$ cat config.mk
export PLATFORM = sky130hd
export DESIGN_NAME = fetch_stage
export DESIGN_NICKNAME = d
export VERILOG_FILES = /design/src/rtl/fetch_stage_pkg.sv /design/src/rtl/fetch_stage_fifo.sv /design/src/rtl/fetch_stage.sv
export SDC_FILE = /design/constraint.sdc
export NUM_CORES = 1
export LEC_CHECK = 0
export CAP_MARGIN = 15
export CORE_MARGIN = 8
export CORE_UTILIZATION = 28
export DETAILED_ROUTE_END_ITERATION = 6
export GPL_ROUTABILITY_DRIVEN = 0
export PLACE_DENSITY = 0.61
export SLEW_MARGIN = 5
export SYNTH_ARGS = -nofsm -noshare
export SYNTH_HDL_FRONTEND = slang
export SYNTH_SLANG_ARGS = --single-unit
export TNS_END_PERCENT = 10
$ cat constraint.sdc
create_clock -name clk -period 6.1 [get_ports clk]
set_input_delay 1.525 -clock clk [delete_from_list [all_inputs] [get_ports clk]]
set_output_delay 1.525 -clock clk [all_outputs]
set_load 0.1 [all_outputs]
$ cat src/rtl/fetch_stage_pkg.sv
// Shared fetch-stage types and constants: machine widths, default reset PC,
// the NOP encoding used by decode on flush, and the FIFO entry layout.
package fetch_stage_pkg;

    localparam int XLEN    = 32;
    localparam int INSTR_W = 32;

    localparam logic [XLEN-1:0]    DEFAULT_RESET_PC = 32'h0000_0000;
    localparam logic [INSTR_W-1:0] NOP_INSTR        = 32'h0000_0013;

    typedef struct packed {
        logic [XLEN-1:0]    pc;
        logic [INSTR_W-1:0] instr;
    } fetch_entry_t;

    // Instruction addresses are word aligned; the low two bits are dropped.
    function automatic logic [XLEN-1:0] align_pc(input logic [XLEN-1:0] pc);
        return pc & ~32'd3;
    endfunction

endpackage

$ cat src/rtl/fetch_stage_fifo.sv
// Small synchronous FIFO of {pc, instr} entries. The head is readable in the
// cycle after the push, and reads as zero whenever the FIFO is empty.
module fetch_fifo
    import fetch_stage_pkg::*;
#(
    parameter int DEPTH = 2
) (
    input  logic                     clk,
    input  logic                     rst_n,
    input  logic                     push,
    input  logic                     pop,
    input  logic                     flush,
    input  fetch_entry_t             din,
    output fetch_entry_t             head,
    output logic                     full,
    output logic [$clog2(DEPTH):0]   count
);

    localparam int AW = $clog2(DEPTH);

    fetch_entry_t    mem_reg [DEPTH];
    logic [AW-1:0]   rd_ptr_reg;
    logic [AW-1:0]   wr_ptr_reg;
    logic [AW:0]     count_reg;

    // Storage carries no reset; emptiness is tracked solely by the count.
    always_ff @(posedge clk) begin
        if (push) begin
            mem_reg[wr_ptr_reg] <= din;
        end
    end

    always_ff @(posedge clk) begin
        if (!rst_n || flush) begin
            rd_ptr_reg <= '0;
            wr_ptr_reg <= '0;
            count_reg  <= '0;
        end else begin
            if (push) begin
                wr_ptr_reg <= wr_ptr_reg + 1'b1;
            end
            if (pop) begin
                rd_ptr_reg <= rd_ptr_reg + 1'b1;
            end
            case ({push, pop})
                2'b10:   count_reg <= count_reg + 1'b1;
                2'b01:   count_reg <= count_reg - 1'b1;
                default: count_reg <= count_reg;
            endcase
        end
    end

    // DEPTH is a power of two, so the count MSB alone marks a full FIFO.
    assign full  = count_reg[AW];
    assign count = count_reg;
    assign head  = (count_reg != '0) ? mem_reg[rd_ptr_reg] : '0;

endmodule

$ cat src/rtl/fetch_stage.sv
// Instruction fetch front end: owns the PC, addresses imem combinationally and
// queues {pc, instr} pairs for decode; an execute redirect flushes the queue.
module fetch_stage
    import fetch_stage_pkg::*;
#(
    parameter logic [31:0] RESET_PC = DEFAULT_RESET_PC,
    parameter int          DEPTH    = 2
) (
    input  logic        clk,
    input  logic        rst_n,
    input  logic        fetch_en,
    output logic [31:0] imem_addr,
    input  logic [31:0] imem_data,
    input  logic        redirect_valid,
    input  logic [31:0] redirect_pc,
    output logic        if_valid,
    input  logic        if_ready,
    output logic [31:0] if_pc,
    output logic [31:0] if_instr
);

    logic [XLEN-1:0]        pc_reg;
    logic                   push;
    logic                   pop;
    logic                   fifo_full;
    logic [$clog2(DEPTH):0] fifo_count;
    fetch_entry_t           fifo_din;
    fetch_entry_t           fifo_head;

    // Redirect outranks both handshakes, so a flushed head is never consumed.
    assign pop  = if_valid & if_ready & ~redirect_valid;
    assign push = fetch_en & ~redirect_valid & (~fifo_full | pop);

    always_ff @(posedge clk) begin
        if (!rst_n) begin
            pc_reg <= RESET_PC;
        end else if (redirect_valid) begin
            pc_reg <= align_pc(redirect_pc);
        end else if (push) begin
            pc_reg <= pc_reg + 32'd4;
        end
    end

    assign fifo_din.pc    = pc_reg;
    assign fifo_din.instr = imem_data;

    fetch_fifo #(
        .DEPTH (DEPTH)
    ) u_fifo (
        .clk   (clk),
        .rst_n (rst_n),
        .push  (push),
        .pop   (pop),
        .flush (redirect_valid),
        .din   (fifo_din),
        .head  (fifo_head),
        .full  (fifo_full),
        .count (fifo_count)
    );

    assign imem_addr = pc_reg;
    assign if_valid  = (fifo_count != '0);
    assign if_pc     = fifo_head.pc;
    assign if_instr  = fifo_head.instr;

endmodule
Yosys cells after proc, flatten, opt, wreduce, memory -nomap -nowiden
Memory sizes are Yosys's and may differ from the RTL's. A register that Yosys moved wholly into a read port is not among the register bits.
Index checks and enable logic that the tools add are counted.

cells by class
  equality and inequality tests = 2
  bitwise gates (word level) = 8
  reductions and logical operators = 6
  mux-type cells = 8
  add/sub/neg operators = 5

operators by type and width
  cell                                                                    number
  32-bit two-way mux                                                      2
  64-bit two-way mux                                                      1
  32-bit by 3-bit adder with 32-bit output (second input constant)        1
  2-bit nonzero test                                                      3
  1-bit bitwise AND                                                       4
  1-bit two-way mux                                                       4
  2-bit case mux with 2 select lines                                      1
  1-bit NOT                                                               3
  1-bit adder (second input constant)                                     2
  2-bit by 1-bit adder with 2-bit output (second input constant)          1
  2-bit by 1-bit equality test with 1-bit output (second input constant)  1
  2-bit equality test (second input constant)                             1
  2-bit OR reduction                                                      1
  2-bit by 1-bit subtractor with 2-bit output (second input constant)     1
  1-bit logical NOT                                                       1
  1-bit logical OR                                                        1
  1-bit bitwise OR                                                        1

word-level totals
  RAM bits = 128
  word-level logic and storage cells = 35
  register bits after elaboration = 36
  output and inout bits = 97
  input bits = 69
  memories = 1

memory list
  name            depth  width  read ports  clocked after memory_dff  wr ports  line                    RTL
  u_fifo.mem_reg  2      64     1           1                         1         fetch_stage_fifo.sv:21  fetch_entry_t mem_reg [DEPTH];

Longest topological paths before layout
  word-level depth = 7
  gate-level depth with buffers = 8
  mapped depth without buffers = 8

By module
A second synthesis with hierarchy kept.

unflattened totals
  cells, all modules = 560
  area total of the unflattened synthesis = 7070.5 µm²

by module, submodules not included
  module       seq. area each (µm²)  instances  area each (µm²)  cells an instance
  fetch_fifo   3943.8                1          5017.3           292
  fetch_stage  600.6                 1          2053.2           268

Worst setup path after synthesis
Ideal clock, no wire load.

  kind = input-to-reg
  from = in redirect_valid
  to = mem u_fifo.mem_reg[0][0] in the netlist's numbering (enable)
  arrival time = 4.853 ns
  buffers on the path = 2
  stages = 5
  required time = 5.618 ns
  setup time = 0.482 ns
  setup slack = 0.764 ns
  cell sequence = clkbuf_1 -> inv_1 -> clkdlybuf4s18_1 -> nand3_1 -> nor2_1

between the ends
  cells in the longest elaborated chain, start to end = 6
  elaborated cells between the ends (all ways) = 7
  classes of those cells = mux: 2; bitwise: 5

ends and longest elaborated chain
  item                                       line                                  RTL
  from (decl)                                fetch_stage.sv:14                     input logic redirect_valid,
  1-bit NOT *                                fetch_stage.sv:31, fetch_stage.sv:32
  1-bit bitwise AND                          fetch_stage.sv:31                     assign pop = if_valid & if_ready & ~redirect_valid;
  1-bit bitwise OR                           fetch_stage.sv:32                     assign push = fetch_en & ~redirect_valid & (~fifo_full | pop);
  1-bit bitwise AND *                        fetch_stage.sv:32
  1-bit two-way mux *                        fetch_stage_fifo.sv:28                if (push) begin
  1-bit two-way mux (implied by the code) *  fetch_stage_fifo.sv:29                mem_reg[wr_ptr_reg] <= din;
  to (decl)                                  fetch_stage_fifo.sv:21

Mark *: on every way between the ends. The rest lies on a longest branch, timed or not.

==> impl_metrics.py <==
metrics = {
    "worst_setup_path": {
        "crit_family": "buffers and inverters",
        "arrival_ns": 3.15,
        "required_ns": 4.58,
        "worstReg2RegEnd": "imem_addr[17]",
        "cp_max_fo": 57,
        "end_kind": "output port",
        "reg2reg_slack_ns": 3.86,
        "slowest_stage": "clkdlybuf4s50_1",
        "crit_type": "reg -> out",
        "path_cells": "buf_4, mux2i_1, nor2_1, clkdlybuf4s50_1",
        "reg2reg_from": "imem_addr[8]",
        "reg2reg_depth": 4,
        "critPathLaunchType": "flop",
        "slowest_delay_ns": 1.15,
        "critPathBufInv": 2,
    },
    "yosys": {
        "synth_seq_area_share_pct": 65.5,
        "async_reset_ff_share_pct": 0,
        "synth_warnings": 0,
        "syn_area_per_cell_um2": 13.0,
        "synth-main-ff-cell": "edfxtp_1",
        "postSynthCellCount": 518,
        "syn_area_um2": 6750,
        "synth_cell_types": 54,
        "synth_edf_count": 124,
        "synth-seq-cells": 159,
    },
    "timing": {
        "setup_slack_ns": 1.42,
        "post-route-min-period_ns": 4.68,
        "fmax_mhz": 214,
        "hold_violations": 0,
        "setup_viol": 0,
        "maxSlewHeadroom_pct": 25.1,
        "finClkSkew_ns": 0.0102,
        "worst_slew_pin_slew_ns": 1.12,
        "finalCritPeriodShare_pct": 76.7,
        "setup_tns_ns": 0,
        "slew_viol_final": 0,
        "rsz0062_at_grt": "no",
    },
    "cts": {
        "clk_path_buf_depth": 2,
        "htree_levels": 4,
        "cts_setup_buffers": 0,
        "cts_made_buffers": 17,
        "postCtsHoldBufs": 0,
        "clk_latency_ns": 0.41,
        "path_clk_slew_ns": 0.07,
        "cts_tree": "built",
        "cts_root_buffer": "clkbuf_16",
        "ctsResizeCount": 0,
        "cts.sinks": 159,
    },
    "power_and_ir_drop": {
        "cellLeakagePower_nw": 2.87,
        "total_power_mw": 2.69,
        "irDropWorstVdd_v": 0.000160,
        "powerDensity_nw_per_um2": 292,
    },
    "min_path": {
        "holdPathEnd": "u_fifo.rd_ptr_reg",
        "hold_depth": 2,
        "min_from": "u_fifo.rd_ptr_reg",
        "min_path_type": "reg -> reg",
    },
    "placed_design": {
        "placed_cell_area_um2": 8620,
        "dp_slack_ns": 1.53,
        "dp_hpwl_um": 11900,
        "place_inst": 976,
        "numPortBuffers": 159,
    },
    "status": {
        "outcome": "complete, no violations",
    },
    "grt": {
        "antenna_found_initial": 1,
        "first_global_vias": 4746,
        "grt_max_degree": 63,
        "grt_first_pass_wirelength_um": 27100,
        "overflow": 0,
        "grt_usage_pct": 12.2,
    },
    "floorplanning": {
        "io_pins": 166,
        "start_util_pct": 28.1,
        "rows": 57,
        "core_um2": 24000,
        "die_area_um2": 29300,
        "dieHeight_um": 171,
        "die_width_um": 171,
    },
    "drt": {
        "drt-total-wl_um": 17800,
        "dr.pass1.iters": 4,
        "wl_per_cell_um": 17.7,
        "final_antenna_net_count": 0,
        "viasPerCell": 4.65,
        "vias": 4692,
        "drtIter0Drc": 281,
        "route.detailed.drc": 0,
    },
    "final_layout": {
        "final_cell_mix": "159 x clkdlybuf4s50_1, 124 x edfxtp_1, 74 x nor2_1",
        "largest_reg_flops": 124,
        "nets": 742,
        "areaGrowthSynthToFinish_pct": 36.1,
        "final_common_cell": "clkdlybuf4s50_1",
        "drive_gt1_share_pct": 7.46,
        "fin_cells": 1009,
        "final_area_um2": 9190,
    },
    "run": {
        "drv_cap": 0,
    },
}
-- cells in the mapped netlist, types with 5 or more instances --
cell	number	area (µm²)
a311oi_1	10	87.6
a31oi_1	14	87.6
clkbuf_1	20	75.1
dfxtp_1	35	701
edfxtp_1	124	3720
inv_1	6	22.5
mux2i_1	62	621
nand2_1	14	52.6
nand2b_1	5	31.3
nand3_1	14	70.1
nand4_1	9	56.3
nor2_1	77	289
nor2b_1	6	37.5
nor3_1	6	30.0
o21ai_0	26	130
o31ai_1	8	60.1
or3_1	6	37.5
or4_1	12	90.1
xnor2_1	6	52.6
-- cell families (layout without fill, tap and decap cells) --
logic type	after synthesis	after routing	synth area share, %
and+or+nand+nor	171	171	13.0
DFF	159	159	65.5
AOI/OAI and AO/OA	72	72	6.97
muxes	62	62	9.19
buffers and inverters	41	204	3.61
xor gates and xnor gates	10	10	1.30
adders and majority gates	2	2	0.370
other	1	5	0.0555
-- per-stage QoR --
stage	hold slack, ns	util, %
2_1_floorplan	0.472	-
5_1_grt	0.552	38.2
3_3_place_gp	0.483	35.9
6_report	0.507	38.2
4_1_cts	0.509	38.2
3_5_place_dp	0.490	35.9
-- worst max-delay path by stage --
stage / to / slack, ns / from / cells past startpoint
floorplan: u_fifo.mem_reg[0][0] / 0.76 / redirect_valid / 5
global placement: u_fifo.mem_reg[0][8] / 1.58 / redirect_valid / 6
detailed placement: u_fifo.mem_reg[0][21] / 1.53 / redirect_valid / 6
CTS: if_instr[17] / 1.32 / flop / 4
global route: if_instr[7] / 1.23 / flop / 4
finish: if_instr[17] / 1.42 / flop / 4
-- routing by layer --
metal,part of all wire (%),global-route usage (%),vias to the layer above
li1,-,-,2278
met1,45,15.2,2258
met2,47,19.9,143
met3,6.5,3.35,13
met4,1.2,4.35,0
met5,0,0,-
-- final cells by class --
class                           instances  area [µm²]
Multi-Input combinational cell        321        2120
Sequential cell                       159        4430
Tap cell                              324         405
Clock inverter                         13         138
Fill cell                            2335       14800
Antenna cell                            1        2.50
Clock buffer                           19         433
Timing Repair Buffer                  166        1640
Inverter                                6        22.5
-- power by group --
part	internal, mW	switching, mW	leakage, nW
logic	0.112	0.284	1.15
registers	1.21	0.0387	1.44
clock network	0.605	0.432	0.274
total	1.93	0.755	2.87
-- tightest hold or removal path, stage by stage, from the launching register on --
cell     delay (ns)
dfxtp_1        0.32
xor2_1         0.08
nor2_1         0.07
Note: power is estimated with default switching activity, not from simulation.
